$ cat config.mk
export PLATFORM = sky130hd
export DESIGN_NAME = alu_seq_ctrl_flat
export DESIGN_NICKNAME = d
export VERILOG_FILES = /design/src/rtl/alu_seq_ctrl_if.sv /design/src/rtl/alu_seq_ctrl.sv /design/src/flat_wrapper.sv
export SDC_FILE = /design/constraint.sdc
export NUM_CORES = 1
export LEC_CHECK = 0
export ABC_AREA = 1
export CAP_MARGIN = 40
export CORE_MARGIN = 2
export CORE_UTILIZATION = 50
export DETAILED_ROUTE_END_ITERATION = 7
export DONT_BUFFER_PORTS = 1
export GPL_TIMING_DRIVEN = 1
export PLACE_DENSITY = 0.76
export SETUP_SLACK_MARGIN = 0.1
export SYNTH_ARGS = -nofsm -noshare
export SYNTH_HDL_FRONTEND = slang
export SYNTH_SLANG_ARGS = --single-unit
$ cat constraint.sdc
create_clock -name clk -period 2.8 [get_ports clk]
set_input_delay 0.56 -clock clk [delete_from_list [all_inputs] [get_ports clk]]
set_output_delay 0.56 -clock clk [all_outputs]
set_load 0.01 [all_outputs]
$ cat src/rtl/alu_seq_ctrl_if.sv
// Bundle between the board front end / ALU and the operand sequencer.
// The master side drives the user inputs and the ALU response; the slave side is the sequencer.
interface alu_seq_ctrl_if #(
  parameter int unsigned bits     = 8,
  parameter int unsigned cnt_bits = 8
);
  logic [bits-1:0]     data_in;
  logic [1:0]          op_in;
  logic                enter;
  logic                back;
  logic                chain;
  logic [bits-1:0]     alu_a;
  logic [bits-1:0]     alu_b;
  logic [1:0]          alu_op;
  logic [bits:0]       alu_res;
  logic                alu_invalido;
  logic [bits:0]       result;
  logic                result_valid;
  logic                invalido;
  logic [2:0]          state_out;
  logic [cnt_bits-1:0] op_count;

  modport master (
    output data_in, op_in, enter, back, chain, alu_res, alu_invalido,
    input  alu_a, alu_b, alu_op, result, result_valid, invalido, state_out, op_count
  );

  modport slave (
    input  data_in, op_in, enter, back, chain, alu_res, alu_invalido,
    output alu_a, alu_b, alu_op, result, result_valid, invalido, state_out, op_count
  );
endinterface

$ cat src/rtl/alu_seq_ctrl.sv
// Operand-capture sequencer for the shared combinational ALU: captures A, B, opcode,
// runs one execute cycle, latches result/invalid flag for display, supports back and chain.
module alu_seq_ctrl #(
  parameter int unsigned bits     = 8,
  parameter int unsigned cnt_bits = 8
) (
  input logic          clk,
  input logic          reset_n,
  alu_seq_ctrl_if.slave bus
);

  typedef enum logic [2:0] {
    WAIT_A  = 3'd0,
    WAIT_B  = 3'd1,
    WAIT_OP = 3'd2,
    EXEC    = 3'd3,
    SHOW    = 3'd4
  } state_e;

  state_e              state_q, state_d;
  logic [bits-1:0]     a_q, a_d;
  logic [bits-1:0]     b_q, b_d;
  logic [1:0]          op_q, op_d;
  logic [bits:0]       res_q, res_d;
  logic                inv_q, inv_d;
  logic                valid_q, valid_d;
  logic [cnt_bits-1:0] cnt_q, cnt_d;

  // State and datapath registers
  always_ff @(posedge clk or negedge reset_n) begin
    if (!reset_n) begin
      state_q <= WAIT_A;
      a_q     <= '0;
      b_q     <= '0;
      op_q    <= '0;
      res_q   <= '0;
      inv_q   <= 1'b0;
      valid_q <= 1'b0;
      cnt_q   <= '0;
    end else begin
      state_q <= state_d;
      a_q     <= a_d;
      b_q     <= b_d;
      op_q    <= op_d;
      res_q   <= res_d;
      inv_q   <= inv_d;
      valid_q <= valid_d;
      cnt_q   <= cnt_d;
    end
  end

  // Next-state and capture logic; pulse priority is enter > chain > back
  always_comb begin
    state_d = state_q;
    a_d     = a_q;
    b_d     = b_q;
    op_d    = op_q;
    res_d   = res_q;
    inv_d   = inv_q;
    valid_d = valid_q;
    cnt_d   = cnt_q;

    case (state_q)
      WAIT_A: begin
        if (bus.enter) begin
          a_d     = bus.data_in;
          state_d = WAIT_B;
        end
      end
      WAIT_B: begin
        if (bus.enter) begin
          b_d     = bus.data_in;
          state_d = WAIT_OP;
        end else if (bus.back) begin
          state_d = WAIT_A;
        end
      end
      WAIT_OP: begin
        if (bus.enter) begin
          op_d    = bus.op_in;
          state_d = EXEC;
        end else if (bus.back) begin
          state_d = WAIT_B;
        end
      end
      EXEC: begin
        res_d   = bus.alu_res;
        inv_d   = bus.alu_invalido;
        valid_d = 1'b1;
        cnt_d   = (cnt_q == {cnt_bits{1'b1}}) ? cnt_q : cnt_q + cnt_bits'(1);
        state_d = SHOW;
      end
      SHOW: begin
        if (bus.enter) begin
          valid_d = 1'b0;
          state_d = WAIT_A;
        end else if (bus.chain) begin
          // An invalid result still consumes the chain pulse, masking a concurrent back
          if (!inv_q) begin
            a_d     = res_q[bits-1:0];
            valid_d = 1'b0;
            state_d = WAIT_B;
          end
        end else if (bus.back) begin
          valid_d = 1'b0;
          state_d = WAIT_OP;
        end
      end
      default: state_d = WAIT_A;
    endcase
  end

  assign bus.alu_a        = a_q;
  assign bus.alu_b        = b_q;
  assign bus.alu_op       = op_q;
  assign bus.result       = res_q;
  assign bus.invalido     = inv_q;
  assign bus.result_valid = valid_q;
  assign bus.state_out    = state_q;
  assign bus.op_count     = cnt_q;

endmodule

$ cat src/flat_wrapper.sv
// flat-port wrapper written by rule: the top's interface ports become plain ports
module alu_seq_ctrl_flat 
#(
  parameter int unsigned bits     = 8,
  parameter int unsigned cnt_bits = 8
)
  (clk, reset_n, bus_data_in, bus_op_in, bus_enter, bus_back, bus_chain, bus_alu_res, bus_alu_invalido, bus_alu_a, bus_alu_b, bus_alu_op, bus_result, bus_result_valid, bus_invalido, bus_state_out, bus_op_count);
  alu_seq_ctrl_if #(.bits(bits), .cnt_bits(cnt_bits)) bus_i ();
  input logic clk;
  input logic reset_n;
  input wire logic [$bits(bus_i.data_in)-1:0] bus_data_in;
  input wire logic [$bits(bus_i.op_in)-1:0] bus_op_in;
  input wire logic [$bits(bus_i.enter)-1:0] bus_enter;
  input wire logic [$bits(bus_i.back)-1:0] bus_back;
  input wire logic [$bits(bus_i.chain)-1:0] bus_chain;
  input wire logic [$bits(bus_i.alu_res)-1:0] bus_alu_res;
  input wire logic [$bits(bus_i.alu_invalido)-1:0] bus_alu_invalido;
  output wire logic [$bits(bus_i.alu_a)-1:0] bus_alu_a;
  output wire logic [$bits(bus_i.alu_b)-1:0] bus_alu_b;
  output wire logic [$bits(bus_i.alu_op)-1:0] bus_alu_op;
  output wire logic [$bits(bus_i.result)-1:0] bus_result;
  output wire logic [$bits(bus_i.result_valid)-1:0] bus_result_valid;
  output wire logic [$bits(bus_i.invalido)-1:0] bus_invalido;
  output wire logic [$bits(bus_i.state_out)-1:0] bus_state_out;
  output wire logic [$bits(bus_i.op_count)-1:0] bus_op_count;
  assign bus_i.data_in = bus_data_in;
  assign bus_i.op_in = bus_op_in;
  assign bus_i.enter = bus_enter;
  assign bus_i.back = bus_back;
  assign bus_i.chain = bus_chain;
  assign bus_i.alu_res = bus_alu_res;
  assign bus_i.alu_invalido = bus_alu_invalido;
  assign bus_alu_a = bus_i.alu_a;
  assign bus_alu_b = bus_i.alu_b;
  assign bus_alu_op = bus_i.alu_op;
  assign bus_result = bus_i.result;
  assign bus_result_valid = bus_i.result_valid;
  assign bus_invalido = bus_i.invalido;
  assign bus_state_out = bus_i.state_out;
  assign bus_op_count = bus_i.op_count;
  alu_seq_ctrl #(.bits(bits), .cnt_bits(cnt_bits)) u_core (.clk(clk), .reset_n(reset_n), .bus(bus_i));
endmodule
==> results of run 1 <==
-- power breakdown --
group	switching, mW	internal, mW
sequential	0.345	0.829
combinational	0.485	0.253
clock	0.201	0.264
total	1.03	1.35
-- state kept, by name, summed over array words and instances (netlist names) --
register and flops:
u_core.bus.alu_op 2, u_core.bus.alu_b 8, u_core.bus.op_count 8, u_core.bus.result_valid 1
u_core.bus.state_out 3, u_core.bus.invalido 1, u_core.bus.alu_a 8, u_core.bus.result 9
-- cells by family (layout without fill, tap and decap cells) --
logic type      Yosys count  in the layout  share of synthesized area
simple gates            165            165                      0.358
xor+xnor                  4              4                     0.0179
fa+ha+maj                 1              1                    0.00638
buf+inv                  28             32                     0.0638
compound gates           15             15                     0.0428
flops                    40             40                      0.511
-- path summary, 6_finish.rpt --
| check | cells after the start | end | slack, ns |
|---|---|---|---|
| setup / recovery | 8 | u_core.bus.op_count[7] | 0.93 |
| setup reg to reg | 8 | u_core.bus.op_count[7] | 0.93 |
| hold / removal | 1 | u_core.bus.alu_a[0] | 0.11 |
| max in group asynchronous | 1 | u_core.bus.state_out[2] | 2.51 |
| hold reg to reg | 2 | u_core.bus.alu_a[6] | 0.54 |
| min in group clk | 2 | u_core.bus.result[4] | 0.38 |
-- placed cells by master, fill, tap and decap left out, drive strengths merged --
cell type and count:
o21ai 13, o22ai 1, bufinv 1, inv 20, clkinv 3, buf 2
nand3 18, ha 1, nand4 1, xor2 3, nand3b 1, nor3 3
or2 1, dfrtp 40, nor2 13, nand2 128, a21oi 1, clkinvlp 1
clkbuf 5, xnor2 1
-- metal layers --
metal | global-route usage | up-vias | part of all wire
met1 | 0.241 | 677 | 0.42
met4 | 0.0612 | 0 | 0.012
met2 | 0.340 | 52 | 0.47
met5 | 0 | - | 0
met3 | 0.0794 | 5 | 0.095
li1 | - | 793 | -
-- critical path: cells and delay by family, from the launching register on --
kind | cells | cell delay, ns
buf+inv | 1 | 0.25
flops | 1 | 0.46
fa+ha+maj | 1 | 0.24
simple gates | 6 | 0.82
-- area by class of cell --
type | instances | share of cell area
Sequential cell | 40 | 0.473
Multi-Input combinational cell | 185 | 0.394
Clock inverter | 3 | 0.0201
Inverter | 22 | 0.0396
Clock buffer | 5 | 0.0325
Tap cell | 48 | 0.0284
Timing Repair Buffer | 2 | 0.0130
-- through the flow --
step	total power [mW]	instance area (um^2)
2_1_floorplan	1.74	1960
3_3_place_gp	1.89	1990
3_5_place_dp	1.92	1990
4_1_cts	2.40	2120
5_1_grt	2.58	2120
6_report	2.38	2120
-- what timing repair did --
| item | CTS | global route |
|---|---|---|
| setup buffers | 0 | 0 |
| endpoints found under the setup margin | 0 | 0 |
| hold buffers | 1 | 0 |
| resized for setup | 0 | 0 |
| hold endpoints to repair | 40 | 0 |
==> run metrics, run 1 <==
# DRC 0; P&R area growth vs syn 8.05%; fill count 361; Rows 22; ant diodes 0; RR Startpoint u_core.bus.op_count[0]; Final GP Congestion 0.841; Critical-path top delay cell dfrtp_1; placed cell count 296; Root Driver clkbuf_8; ys flop type dfrtp_1; vias per std cell around 5.0; slew margin rel. 0.694; TritonCTS clock tree yes; chip width about 67 um; post-synthesis async set-or-reset flop share 1.00; count leader, synth nand2_1; Max Root-Sink Buffers 2; grt total ovfl 0; final worst setup slack just over 0.9 ns; worst vdd ir ~0.45 mV; DP Wirelength about 3000 um; router iterations before antenna repair 4; area leader, netlist dfrtp_1; Num CTS Buffers 5; layout cells sized above 1 0.0973; synth top area cells dfrtp_1 51%, nand2_1 24%, nand3_1 4.6%, inv_1 3.1%, nor2_1 1.9%; total wire length 4200 um; RSZ-0062 raised after global routing no; synthesized cell area between 1500 and 2000 um^2; max-slew violations 0; cell count after synthesis about 250; DRT antenna net count 0; Fmax 0.534 GHz; largest net degree at the start of global routing 41; Setup Viol. Count Final 0; CP max stage delay about 0.46 ns; Max Cap Viol 0; clk_lat worst skew 0.29 ns; Yosys top cell area share 0.511; die height 66.6 um; Clock Skew approximately 0.004 ns; post-synth cell types 27; wire length per cell between 10 and 15 um; first-pass GRT wire length 6730 um; Initial DRC Count a little over 100; fin crit period approximately 1.9 ns; Seq cells post-synth 40; nets approximately 280; Slew @ Worst Pin between 0.4 and 0.5 ns; run status finished clean; FF+latch area 1000 um^2; die area ~4400 um^2; crit path kind register to register; crit start category register; setup TNS 0 ns; H-tree depth 2; cell area power density approximately 1100 nW/um^2; Tcrit/Tclk final 0.668; initial antenna violation count 0; port bufs 0; final hold slack ~0.11 ns; vias in the first global route about 1,500; starting density of the core 0.527; Place WS slightly above 0.9 ns; Hold Violations, Final 0; Core Footprint roughly 3700 um^2; synth cell count leaders 127 x nand2_1, 40 x dfrtp_1, 18 x nand3_1; Via Count 1,527; Critical Path Start u_core.bus.op_count[0]; most used cell, CP nand2_1; Post-Layout Cell Count ~310; Worst Path Required between 2 and 3 ns; Leakage 1.11 nW; register area share after synthesis 0.511; IO Pins between 60 and 70; critical-path maximum fanout 11; Clock transition at path regs ~0.08 ns; Post-synth EDFFs 0; Yosys Warn Count 0; crit path cell chain ha_1 -> nand2_1 -> nor3_2 -> nand2_1 -> nand2_1 -> clkinv_1 -> nand2_1 -> nand2_1; Worst Path Arrival around 2.1 ns; syn nets about 280; fin util 0.570; Clock Sinks 40; Multi-input gate area between 800 and 900 um^2; Hold Crit Class input port to asynchronous set/reset pin; GRT Util Overall 0.203; Setup crit end kind register; Post-Syn Area per Cell around 7.7 um^2
(Power assumes the default switching activity.)
==> inputs of run 2 (changes only) <==
clock period = 1.9 ns   (was 2.8 ns; I/O delays follow)
==> run 2 against run 1 <==
Setup slack got worse by 0.60 ns. Worst hold slack improved by 0.094 ns. Count of clock-buffer cells in the layout rose by 1. Fmax grew 19%. Register-to-register slack lost 0.60 ns. Combinational power is 49% higher. Critical path depth is the same. Die area unchanged. Clock power grew 46%. Highest routed layer unchanged. Utilization up 0.57 points. Routed wire length up 0.17%. Clock skew is 0.0040 ns higher.
==> run metrics, run 2 (synthesis results as in run 1) <==
FF+latch area 1000 um^2 (unchanged); Post-Layout Cell Count 308 (+0.98%); Worst Path Arrival 1.75 ns (-0.31 ns); RSZ-0062 raised after global routing no; Setup crit end kind register; Clock Skew 0.00808 ns (+0.00398 ns); fin crit period 1.57 ns (-0.304 ns); initial antenna violation count 0 (unchanged); fill count 336 (-6.9%); largest net degree at the start of global routing 41 (unchanged); Hold Crit Class input port to register; leading cell types in the layout, fill and taps excluded 127 x nand2_1, 40 x dfrtp_1, 18 x nand3_1; wire length per cell 13.7 um (-0.81%); first-pass GRT wire length 6920 um (+2.8%); GRT Util Overall 0.210 (+0.00640); CTS resizes 0 (unchanged); total wire length 4210 um (+0.17%); Via Count 1,578 (+3.3%); Core Footprint 3720 um^2 (unchanged); Hold-fix buffers, CTS 2 (+1); Slew @ Worst Pin 0.412 ns (-0.0462 ns); setup TNS 0 ns (unchanged); Leakage 1.13 nW (+1.3%); die area 4440 um^2 (unchanged); Max Root-Sink Buffers 2 (unchanged); Root Driver clkbuf_8; Tcrit/Tclk final 0.825 (+0.157); crit path kind register to register; post-CTS setup buffers 0 (unchanged); die height 66.6 um (unchanged); Rows 22 (unchanged); port bufs 0 (unchanged); chip width 66.6 um (unchanged); max FFs per register 9 (unchanged); ant diodes 0 (unchanged); Hold Violations, Final 0 (unchanged); Clock Sinks 40 (unchanged); Final GP Congestion 0.866 (+3.0%); cell area power density 1640 nW/um^2 (+46%); vias in the first global route 1,519 (+2.6%); Setup Viol. Count Final 0 (unchanged); layout cells sized above 1 0.100 (+0.00272); run status finished clean; router iterations before antenna repair 4 (unchanged); Num CTS Buffers 5 (unchanged); grt total ovfl 0 (unchanged); nets 285 (+1.1%); starting density of the core 0.527 (unchanged); DRT antenna net count 0 (unchanged); slew margin rel. 0.724 (+0.0301); most common cell after layout, fill and taps aside nand2_1; P&R area growth vs syn 9.13%; Clock transition at path regs 0.08 ns (about the same); Worst Path Required 2.08 ns (-0.90 ns); critical-path maximum fanout 6 (-5); clk_lat worst skew 0.29 ns (about the same); vias per std cell 5.12 (+2.3%); placed cell count 298 (+0.68%); max-slew violations 0 (unchanged); # DRC 0 (unchanged); Multi-input gate area 833 um^2 (unchanged); crit start category register; Max Cap Viol 0 (unchanged); DP Wirelength 3050 um (+0.55%); H-tree depth 2 (unchanged); TritonCTS clock tree yes; worst vdd ir 0.698 mV (+56%); Fmax 0.638 GHz (+19%); Initial DRC Count 116 (+14%); IO Pins 65 (unchanged)
run 2: changes by cell type in the layout (fill, tap and decap cells not counted), sizes merged:
cell,change
buf,+2
clkbuf,+1
dlygate4sd3,+1
clkinvlp,-1
run 2: where the power goes:
part           total, mW  internal (mW)  switching, mW  leakage [nW]
Clock              0.677          0.390          0.288        0.0552
Sequential          1.72           1.22          0.501         0.503
Combinational       1.10          0.389          0.715         0.568
Total               3.51           2.00           1.50          1.13
run 2: stage by stage:
| step | setup slack, ns | total power, mW | util | hold slack, ns | cell area, um^2 |
|---|---|---|---|---|---|
| finish | 0.332 | 3.51 | 0.575 | 0.199 | 2140 |
| global route | 0.142 | 3.82 | 0.575 | 0.187 | 2140 |
| CTS | 0.314 | 3.55 | 0.575 | 0.194 | 2140 |
| detailed placement | 0.329 | 2.84 | 0.538 | 0.0854 | 2000 |
| global placement | 0.395 | 2.80 | 0.538 | 0.0853 | 2000 |
| floorplan | 0.504 | 2.57 | - | 0.0844 | 1960 |
run 2: cell type report:
type / instances / area share
clock inverters: 2 / 0.0164
repair buffers: 5 / 0.0246
multi-input cells: 185 / 0.390
well taps: 48 / 0.0281
flip-flops and latches: 40 / 0.468
inverters: 22 / 0.0392
clock buffers: 6 / 0.0339
run 2: worst paths after layout:
kind	start	end	slack, ns	cells after the start
worst max-delay path	u_core.bus.op_count[0]	u_core.bus.op_count[0]	0.33	8
worst min-delay path	bus_alu_res[3]	u_core.bus.result[3]	0.20	2
worst max register to register	u_core.bus.op_count[0]	u_core.bus.op_count[0]	0.33	8
worst min register to register	u_core.bus.alu_a[6]	u_core.bus.alu_a[6]	0.54	2
max in group asynchronous	reset_n	u_core.bus.result[3]	1.15	2
min in group asynchronous	reset_n	u_core.bus.op_count[1]	0.56	2
run 2: per-layer routing:
metal | global-route usage | up-vias | share of wire
met2 | 0.350 | 58 | 0.48
met4 | 0.0842 | 0 | 0.012
li1 | - | 795 | -
met5 | 0 | - | 0
met1 | 0.247 | 719 | 0.41
met3 | 0.0709 | 6 | 0.10
run 2: worst max-delay path, cell delays in order, from the launching register on:
cell and delay, ns:
dfrtp_1 0.46, ha_1 0.24, nand2_1 0.10, nor3_2 0.19
nand2_1 0.07, nand2_1 0.09, clkinv_1 0.16, nand2_1 0.10
nand2_1 0.05
==> inputs of run 3 (changes only) <==
clock period = 1.5 ns   (was 1.9 ns; I/O delays follow)
==> run 3 against run 2 <==
Register-to-register slack got worse by 0.17 ns. Highest routed layer unchanged. Non-clock buffer count rose by 13. Clock power increased by 29%. Largest power group unchanged. Cell area increased by 7.4%. Routed wire length grew 6.3%.
==> run metrics, run 3 (synthesis results as in run 1) <==
Largest delay share family, worst path simple AND/OR/NAND/NOR gates; Combinational Power Share 0.378 (+0.063); Hold Violations, Final 0 (unchanged); Critical-path top delay cell dfrtp_2; vias per std cell 5.10 (-0.46%); Multi-input gate area 870 um^2 (+4.4%); port bufs 0 (unchanged); IO Pins 65 (unchanged); max-slew violations 0 (unchanged); CP max stage delay 0.44 ns (-0.02 ns); Via Count 1,637 (+3.7%); switching power 2.07 mW (+38%); worst vdd ir 0.888 mV (+27%); Hold Path End u_core.bus.result[4]; Hold Crit Class input port to register; die area 4440 um^2 (unchanged); critical-path maximum fanout 8 (+2); RR Endpoint u_core.bus.alu_a[7]; Root Driver clkbuf_8; Worst Path Required 1.73 ns (-0.35 ns); Tcrit/Tclk final 0.895 (+0.0694); Critical Path Start u_core.bus.state_out[0]; Initial DRC Count 121 (+4.3%); Clock transition at path regs 0.08 ns (about the same); DP Wirelength 3190 um (+4.6%); largest net degree at the start of global routing 41 (unchanged); router iterations before antenna repair 4 (unchanged); DRT antenna net count 0 (unchanged); FF+latch area 1000 um^2 (+0.25%); TritonCTS clock tree yes; Worst Path Arrival 1.57 ns (-0.18 ns); chip width 66.6 um (unchanged); clk_lat worst skew 0.30 ns (about the same); nets 298 (+4.6%); Setup Viol. Count Final 0 (unchanged); starting density of the core 0.527 (unchanged); Clock Sinks 40 (unchanged); Setup crit end kind register; crit start category register; max FFs per register 9 (unchanged); P&R area growth vs syn 17.2%; Worst Hold Path Cells 2 (unchanged); internal power 2.75 mW (+37%); RSZ-0062 raised after global routing yes; fill count 334 (-0.60%); GRT Util Overall 0.214 (+0.00403); Max Root-Sink Buffers 2 (unchanged); crit path cell chain nor2_4 -> o21ai_4 -> nor3_4 -> nand2_1 -> nand2_1; Rows 22 (unchanged); most common cell after layout, fill and taps aside nand2_1; HP Start bus_alu_res[4]; cell area power density 2100 nW/um^2 (+28%); final hold slack 0.113 ns (-0.0858 ns); Leakage 1.19 nW (+5.8%); run status finished clean; total wire length 4470 um (+6.3%); most used cell, CP nand2_1; H-tree depth 2 (unchanged); wire length per cell 13.9 um (+2.0%); slew margin rel. 0.791 (+0.0663); vias in the first global route 1,517 (-0.13%); Clock Power Share 0.182 (-0.011); RR Startpoint u_core.bus.state_out[0]; Worst R2R Setup Slack 0.16 ns (-0.17 ns); CP bufs+invs 0 (-1); setup TNS 0 ns (unchanged); first-pass GRT wire length 7020 um (+1.4%); Clock Skew 0.00805 ns (-0.0000266 ns); ant diodes 0 (unchanged); R2R cell count 5 (-3); leading cell types in the layout, fill and taps excluded 126 x nand2_1, 38 x dfrtp_1, 18 x nand3_1; Core Footprint 3720 um^2 (unchanged); grt total ovfl 0 (unchanged); Num CTS Buffers 5 (unchanged); Design Power 4.82 mW (+37%); die height 66.6 um (unchanged); Slew @ Worst Pin 0.313 ns (-0.0995 ns); layout cells sized above 1 0.172 (+0.0722); # DRC 0 (unchanged); crit path kind register to register; Final GP Congestion 0.863 (-0.43%); Fmax 0.745 GHz (+17%); switching share of power 0.429 (about the same); fin crit period 1.34 ns (-0.226 ns); initial antenna violation count 0 (unchanged); sequential share of power 0.440 (-0.052); Max Cap Viol 0 (unchanged)
==> run 3: changes by cell type in the layout (fill, tap and decap cells not counted), sizes merged <==
| cell | delta |
|---|---|
| clkinvlp | +1 |
| clkbuf | -1 |
| clkinv | -2 |
| buf | +13 |
| inv | +2 |
==> run 3: worst max path at each step <==
stage	end	slack, ns	cells past startpoint
floorplan	u_core.bus.op_count[5]	0.10	7
global placement	u_core.bus.op_count[3]	0.06	8
detailed placement	u_core.bus.op_count[3]	0.05	8
CTS	u_core.bus.op_count[5]	0.09	8
global route	u_core.bus.op_count[5]	0.05	8
finish	u_core.bus.alu_a[7]	0.16	5
==> run 3: what timing repair did <==
item                                    CTS  global route
pin swaps                                 0             9
gates resized for setup                   1            17
endpoints found under the setup margin    7            30
hold buffers                              2             0
endpoints found under the hold margin    40             0
cloned                                    0             1
setup buffers                             0             3
==> run 3: cell type report <==
| class | count | area share |
|---|---|---|
| flip-flops and latches | 40 | 0.437 |
| well taps | 48 | 0.0261 |
| repair buffers | 18 | 0.0719 |
| clock inverters | 3 | 0.0185 |
| multi-input cells | 185 | 0.379 |
| inverters | 22 | 0.0381 |
| clock buffers | 5 | 0.0300 |
==> run 3: power by group through the flow <==
stage | clock network [mW] | registers (mW) | logic [mW]
2_1_floorplan | 0 | 2.09 | 1.16
3_3_place_gp | 0 | 2.12 | 1.53
3_5_place_dp | 0 | 2.14 | 1.58
4_1_cts | 0.899 | 2.12 | 1.62
5_1_grt | 0.944 | 2.19 | 2.08
6_report | 0.875 | 2.12 | 1.82
==> run 3: worst register-to-register path: cells and delay by family (launching register included) <==
family	cells	cell delay [ns]
compound gates	1	0.11
flops	1	0.44
simple gates	4	0.74
==> run 3: metal layers <==
metal  GRT usage  vias to the layer above  share of wire
met5           0                        -              0
met4      0.0612                        0          0.012
met3      0.0828                        5          0.086
met2       0.350                       59           0.47
met1       0.261                      751           0.43
li1            -                      822              -
==> run 3: stage by stage <==
stage,std cells,util,cell area [um^2],setup WS [ns]
after floorplan,253,-,1960,0.104
after global placement,307,0.557,2070,0.0595
after detailed placement,307,0.557,2070,0.0492
after CTS,317,0.595,2210,0.0910
after global routing,321,0.618,2300,0.0523
final,321,0.618,2300,0.158
